File: src/rtl/spi_master_ctrl.sv
// SPI master: one word per valid/ready accept, sclk divided from pclk, CPOL/CPHA selectable.
// Bit order: MSB first by default; define SPI_MASTER_LSB_FIRST_EN to shift LSB first.
module spi_master_ctrl #(
    parameter int DATA_WIDTH = 8,
    parameter int CLK_DIV    = 2,
    parameter bit CPOL       = 1'b0,
    parameter bit CPHA       = 1'b0
) (
    input  logic                  pclk,
    input  logic                  areset,
    input  logic [DATA_WIDTH-1:0] tx_data,
    input  logic                  tx_valid,
    output logic                  tx_ready,
    output logic [DATA_WIDTH-1:0] rx_data,
    output logic                  rx_valid,
    output logic                  busy,
    output logic                  sclk,
    output logic                  cs,
    output logic                  mosi0,
    input  logic                  miso0
);
    localparam int CNT_W  = (CLK_DIV > 1) ? $clog2(CLK_DIV) : 1;
    localparam int EDGE_W = $clog2(2 * DATA_WIDTH + 1);
    localparam logic [CNT_W-1:0]  CNT_MAX   = CNT_W'(CLK_DIV - 1);
    localparam logic [EDGE_W-1:0] EDGE_LAST = EDGE_W'(2 * DATA_WIDTH);
    localparam logic [EDGE_W-1:0] EDGE_PEN  = EDGE_W'(2 * DATA_WIDTH - 1);

    if (CLK_DIV < 1) begin : g_bad_div
        $error("spi_master_ctrl: CLK_DIV must be at least 1");
    end
    if (DATA_WIDTH < 2 || DATA_WIDTH > 32) begin : g_bad_width
        $error("spi_master_ctrl: DATA_WIDTH must be in 2..32");
    end

    typedef enum logic [1:0] {S_IDLE, S_SETUP, S_SHIFT, S_HOLD} state_t;

    state_t                r_state, w_state_nxt;
    logic [CNT_W-1:0]      r_cnt, w_cnt_nxt;
    logic [EDGE_W-1:0]     r_edge, w_edge_nxt;
    logic [DATA_WIDTH-1:0] r_shift, w_shift_nxt;
    logic [DATA_WIDTH-1:0] r_rx_data, w_rx_data_nxt;
    logic                  r_sclk, w_sclk_nxt;
    logic                  r_cs, w_cs_nxt;
    logic                  r_mosi, w_mosi_nxt;
    logic                  r_rx_valid, w_rx_valid_nxt;
    logic                  w_accept, w_tc, w_edge_evt, w_lead, w_sample, w_shift_evt;

    function automatic logic f_tx_bit(input logic [DATA_WIDTH-1:0] v);
`ifdef SPI_MASTER_LSB_FIRST_EN
        return v[0];
`else
        return v[DATA_WIDTH-1];
`endif
    endfunction

    // Sampling and transmit share one register: each capture also exposes the next bit to send.
    function automatic logic [DATA_WIDTH-1:0] f_shift_in(input logic [DATA_WIDTH-1:0] v,
                                                         input logic b);
`ifdef SPI_MASTER_LSB_FIRST_EN
        return {b, v[DATA_WIDTH-1:1]};
`else
        return {v[DATA_WIDTH-2:0], b};
`endif
    endfunction

    assign tx_ready = (r_state == S_IDLE) && !areset;
    assign busy     = (r_state != S_IDLE);
    assign sclk     = r_sclk;
    assign cs       = r_cs;
    assign mosi0    = r_mosi;
    assign rx_data  = r_rx_data;
    assign rx_valid = r_rx_valid;

    assign w_accept   = tx_valid && tx_ready;
    assign w_tc       = (r_cnt == CNT_MAX);
    // The SETUP terminal count produces edge 1; SHIFT's final half-period produces none.
    assign w_edge_evt = w_tc && ((r_state == S_SETUP) ||
                                 ((r_state == S_SHIFT) && (r_edge != EDGE_LAST)));
    assign w_lead      = ~r_edge[0];
    assign w_sample    = CPHA ? !w_lead : w_lead;
    assign w_shift_evt = CPHA ? w_lead : (!w_lead && (r_edge != EDGE_PEN));

    always_ff @(posedge pclk) begin
        if (areset) begin
            r_state <= S_IDLE;
        end else begin
            r_state <= w_state_nxt;
        end
    end

    always_comb begin
        w_state_nxt = r_state;
        case (r_state)
            S_IDLE:  if (w_accept) w_state_nxt = S_SETUP;
            S_SETUP: if (w_tc) w_state_nxt = S_SHIFT;
            S_SHIFT: if (w_tc && (r_edge == EDGE_LAST)) w_state_nxt = S_HOLD;
            S_HOLD:  if (w_tc) w_state_nxt = S_IDLE;
            default: w_state_nxt = S_IDLE;
        endcase
    end

    always_comb begin
        w_cnt_nxt      = r_cnt;
        w_edge_nxt     = r_edge;
        w_shift_nxt    = r_shift;
        w_rx_data_nxt  = r_rx_data;
        w_sclk_nxt     = r_sclk;
        w_cs_nxt       = r_cs;
        w_mosi_nxt     = r_mosi;
        w_rx_valid_nxt = 1'b0;
        case (r_state)
            S_IDLE: begin
                w_cnt_nxt  = '0;
                w_edge_nxt = '0;
                w_sclk_nxt = CPOL;
                if (w_accept) begin
                    w_cs_nxt    = 1'b0;
                    w_shift_nxt = tx_data;
                    if (!CPHA) w_mosi_nxt = f_tx_bit(tx_data);
                end
            end
            S_SETUP, S_SHIFT: begin
                w_cnt_nxt = w_tc ? '0 : r_cnt + 1'b1;
                if (w_edge_evt) begin
                    w_edge_nxt = r_edge + 1'b1;
                    w_sclk_nxt = ~r_sclk;
                    if (w_sample)    w_shift_nxt = f_shift_in(r_shift, miso0);
                    if (w_shift_evt) w_mosi_nxt  = f_tx_bit(r_shift);
                end
            end
            S_HOLD: begin
                w_cnt_nxt  = w_tc ? '0 : r_cnt + 1'b1;
                w_sclk_nxt = CPOL;
                if (w_tc) begin
                    w_cs_nxt       = 1'b1;
                    w_rx_data_nxt  = r_shift;
                    w_rx_valid_nxt = 1'b1;
                end
            end
            default: begin
                w_sclk_nxt = CPOL;
                w_cs_nxt   = 1'b1;
            end
        endcase
    end

    always_ff @(posedge pclk) begin
        if (areset) begin
            r_cnt      <= '0;
            r_edge     <= '0;
            r_sclk     <= CPOL;
            r_cs       <= 1'b1;
            r_mosi     <= 1'b0;
            r_rx_data  <= '0;
            r_rx_valid <= 1'b0;
        end else begin
            r_cnt      <= w_cnt_nxt;
            r_edge     <= w_edge_nxt;
            r_sclk     <= w_sclk_nxt;
            r_cs       <= w_cs_nxt;
            r_mosi     <= w_mosi_nxt;
            r_rx_data  <= w_rx_data_nxt;
            r_rx_valid <= w_rx_valid_nxt;
        end
    end

    always_ff @(posedge pclk) begin
        r_shift <= w_shift_nxt;
    end

endmodule
File: config.mk
export PLATFORM = sky130hd
export DESIGN_NAME = spi_master_ctrl
export DESIGN_NICKNAME = d
export VERILOG_FILES = /design/src/rtl/spi_master_ctrl.sv
export SDC_FILE = /design/constraint.sdc
export NUM_CORES = 1
export LEC_CHECK = 0
export CAP_MARGIN = 20
export CORE_ASPECT_RATIO = 2
export CORE_MARGIN = 4
export CORE_UTILIZATION = 35
export CTS_BUF_LIST = sky130_fd_sc_hd__clkbuf_4 sky130_fd_sc_hd__clkbuf_8 sky130_fd_sc_hd__clkbuf_16
export DETAILED_ROUTE_END_ITERATION = 8
export GPL_ROUTABILITY_DRIVEN = 0
export PLACE_DENSITY_LB_ADDON = 0.15
export RECOVER_POWER = 50
export SLEW_MARGIN = 20
export SYNTH_ARGS = -nofsm -noshare
export SYNTH_HDL_FRONTEND = slang
export SYNTH_SLANG_ARGS = --single-unit
File: constraint.sdc
create_clock -name pclk -period 2.7 [get_ports pclk]
set_clock_uncertainty 0.05 [all_clocks]
set_input_delay 0.675 -clock pclk [delete_from_list [all_inputs] [get_ports pclk]]
set_output_delay 0.675 -clock pclk [all_outputs]
set_load 0.03 [all_outputs]
Yosys cells after proc, flatten, opt, wreduce, memory -nomap -nowiden --
Cells that the tools add are included. Widths: inputs -> output; s select.
Cells by class: add/sub/neg operators 2, multiplexer cells 23, reductions and logical operators 22, equality and inequality tests 13, bitwise gates (word level) 2
Operators by type and width (number):
- $mux 8 | 3
- $pmux 8 s2 | 1
- $ne 2x2->1 const B | 6
- $reduce_and 4->1 | 3
- $pmux 5 s2 | 1
- $mux 1 | 8
- $mux 2 | 4
- $pmux 1 s2 | 4
- $pmux 2 s4 | 1
- $logic_and 1x1->1 | 6
- $reduce_bool 2->1 | 3
- $reduce_or 2->1 | 3
- $add 5x1->5 const B | 1
- $eq 5x5->1 const B | 1
- $mux 5 | 1
- $ne 5x4->1 const B | 1
- $ne 5x5->1 const B | 1
- $eq 2x2->1 const B | 2
- $reduce_and 2->1 | 2
- $reduce_and 3->1 | 1
- $reduce_or 3->1 | 1
- $eq 2x1->1 const B | 1
- $logic_not 2->1 | 1
- $ne 2x1->1 const B | 1
- 4 further kinds | 5
Word-level totals: output and inout bits 14, register bits 28, word-level logic and storage cells 71, bits of input ports 12

Longest topological paths before layout --
depth in word-level cells 6, gate-level depth with buffers 6, depth with buffers taken out 6

Least setup slack after synthesis --
Ideal clock, no wire load.
path type input-to-output, start point input port areset, end point output port tx_ready, stages on the path 3, required time 1.975 ns, path slack 0.499 ns, buffers on the path 2, arrival 1.476 ns, cell sequence clkbuf_1 -> clkbuf_1 -> nor2_1
On the way: longest elaborated chain between the ends 2
Ends and longest elaborated chain:
- from (decl) | line 10 | input logic areset,
- $logic_not 1->1 | line 66 | assign tx_ready = (r_state == S_IDLE) && !areset;
- $logic_and 1x1->1 | line 66
- to (decl) | line 13 | output logic tx_ready,
No other way between the ends.

Worst setup path after layout --
start point register r_state[0], end point output port busy
On the way: longest elaborated chain between the ends 1
Ends and longest elaborated chain:
- from (decl) | line 37 | state_t r_state, w_state_nxt;
- from (signal assigned) | line 87 | r_state <= w_state_nxt;
- $reduce_bool 2->1 | line 67 | assign busy = (r_state != S_IDLE);
- to (decl) | line 16 | output logic busy,
No other way between the ends.

==> flow_summary_export.csv <==
group,metric,value,unit
detailed_routing,via_count,1082,
clocking,clkSinkCount,28,
floorplan,num_io_pins,26,
timing,min_period,2.487,ns
grt,grt_overflow,0,
clocking,clk_latency,0.27,ns
final_layout,drive_gt1_frac,0.08824,
timing,final.setup.worst_slack,0.2127,ns
timing,finalCritPeriodShare,0.9212,
clocking,clk_pin_slew_worst_paths,0.09,ns
yosys,synth_cell_types,33,
detailed_routing,drc,0,
yosys,synth_cells,142,
timing,rsz0062_at_grt,"no",
clocking,cts-root-buf,"clkbuf_8",
yosys,synth_top_cell_area_share,0.2963,
yosys,synth_edf_count,8,
floorplan,die_w,51.94,µm
clocking,h-tree-depth,1,
grt,track_usage,0.1317,
final_layout,nets,191,
critical_path,cp-end-kind,"primary output",
flow_run,max-cap-violations,0,
yosys,synth_ff_type,"dfxtp_1",
floorplan,dieHeight,95.87,µm
timing,setup_viol,0,
detailed_routing,wl,2.988,mm
yosys,netlist_area,0.001351,mm²
critical_path,crit_fanout,4,
clocking,cts.path.max_buffers,2,
floorplan,start_util,0.3667,
timing,fmax,402.0,MHz
final_layout,layout_common_cells,"clkdlybuf4s50_1, dfxtp_1, nand2_1",
grt,grt_pass1_vias,1140,
run_status,status,"finished clean",
final_layout,antenna_cells,0,
final_layout,stdcell_count,219,
critical_path,worstSetupStartpointType,"register",
timing,fin_tns_setup,0,ns
detailed_routing,first_iter_violations,21,
detailed_routing,wl_per_cell,13.64,µm
clocking,cts_setup_buffers,0,
final_layout,fillerInstances,350,
grt,grt_max_degree,22,
timing,slew_headroom,0.3718,
pwr,cellLeakagePower,0.0006229,µW
critical_path,crit_type,"reg -> out",
clocking,cts-resized-gates,0,
yosys,syn_nets,162,
floorplan,die_area,0.004979,mm²
min_path,hold_class,"reg -> reg",
detailed_routing,post_drt_via_cell_ratio,4.941,
final_layout,final_util,0.4638,
pwr,peakVddDrop,0.0007635,V
clocking,cts_tree,"yes",
final_layout,multi_input_area,654.4,µm²
critical_path,required,1.98,ns
critical_path,arrival,1.76,ns
detailed_routing,ant_nets,0,
detailed_routing,drt-pass1-iter-count,4,
yosys,yosysSeqAreaShare,0.4741,
placement,dp_hpwl,2.364,mm
final_layout,final_common_cell,"clkdlybuf4s50_1",
yosys,synth_area_leaders,"dfxtp_1, edfxtp_1, ha_1, nand3_1, mux2_2",
timing,hold_viol_final,0,
yosys,avgSynthCellArea,9.516,µm²
timing,worst_slew_pin_slew,0.9422,ns
grt,antenna_found_initial,0,
floorplan,core.rowCount,31,
yosys,synth_largest_area_cell,"dfxtp_1",
placement,io_buffers,25,
pwr,powerDensity,975.6,mW/mm²
placement,placed_cells,215,
grt,grt_pass1_wl,4.947,mm
yosys,ys_ff_latch,28,
clocking,hold_buffers,0,
timing,fin_hold_ws,0.4079,ns
final_layout,regArea,640.6,µm²
yosys,yosys_warnings,0,
placement,pre_cts_slack,0.4705,ns
yosys,async_reset_ff_frac,0,
timing,maxSlewViolCount,0,
floorplan,core-area,0.003685,mm²
clocking,cts_buffers,3,
final_layout,area_delta_synth_final,26.48,%
## stage by stage
stage,instance area (µm²),power (µW)
after global routing,1709,1775
after global placement,1672,1435
final,1709,1667
after CTS,1717,1691
after detailed placement,1672,1464
after floorplan,1351,1187
## final cells by class
| class | count | share of cell area |
|---|---|---|
| multi-input cells | 99 | 0.3829 |
| flip-flops and latches | 28 | 0.3748 |
| repair buffers | 29 | 0.1581 |
| well taps | 49 | 0.03587 |
| clock buffers | 3 | 0.02416 |
| inverters | 10 | 0.02196 |
| clock inverters | 1 | 0.002196 |
## synth_stat cells, types with 3 or more instances
library cell,count
ha_1,8
nand3_1,16
edfxtp_1,8
o31ai_1,3
dfxtp_1,20
inv_1,10
a21oi_1,15
nand2b_1,3
and3_1,5
nor2_1,4
mux2_2,7
clkbuf_1,4
nand2_1,17
## power breakdown
group          switching (µW)  total (µW)  internal, µW
Combinational             489         803           314
Sequential               53.7         640           586
Clock                     123         225           102
## critical path, cell delays in order, from the launching register on
cell and delay, ns:
dfxtp_1 0.39, inv_1 0.10, ha_1 0.25, inv_1 0.08, clkdlybuf4s50_1 0.67
## layer usage
layer | GRT usage | vias up | share of wire
li1 | - | 560 | -
met1 | 0.1313 | 496 | 0.40
met2 | 0.2626 | 22 | 0.55
met3 | 0.01705 | 4 | 0.041
met4 | 0.04595 | 0 | 0.014
met5 | 0 | - | 0
## registers in the layout (all words and copies together), names as in the netlist
name / cells
cs: 1
mosi0: 1
rx_valid: 1
rx_data: 8
sclk: 1
r_cnt: 1
r_shift: 8
r_state: 2
r_edge: 5
## kinds of logic after synthesis
family	count (synthesis)	synth area share
AOI/OAI and AO/OA	29	0.1287
adders and majority gates	8	0.07408
buffers and inverters	15	0.04166
DFF	28	0.4741
muxes	8	0.06667
and+or+nand+nor	54	0.2148
## path summary, 6_finish.rpt
path	cells after the start	slack, ns	startpoint	endpoint
setup reg to reg	6	0.49	r_state[0]	r_edge[3]
setup / recovery	4	0.21	r_state[0]	busy
hold / removal	2	0.41	rx_data[0]	rx_data[0]
hold reg to reg	2	0.41	rx_data[0]	rx_data[0]
No activity file was read; power rests on OpenSTA's default activity.
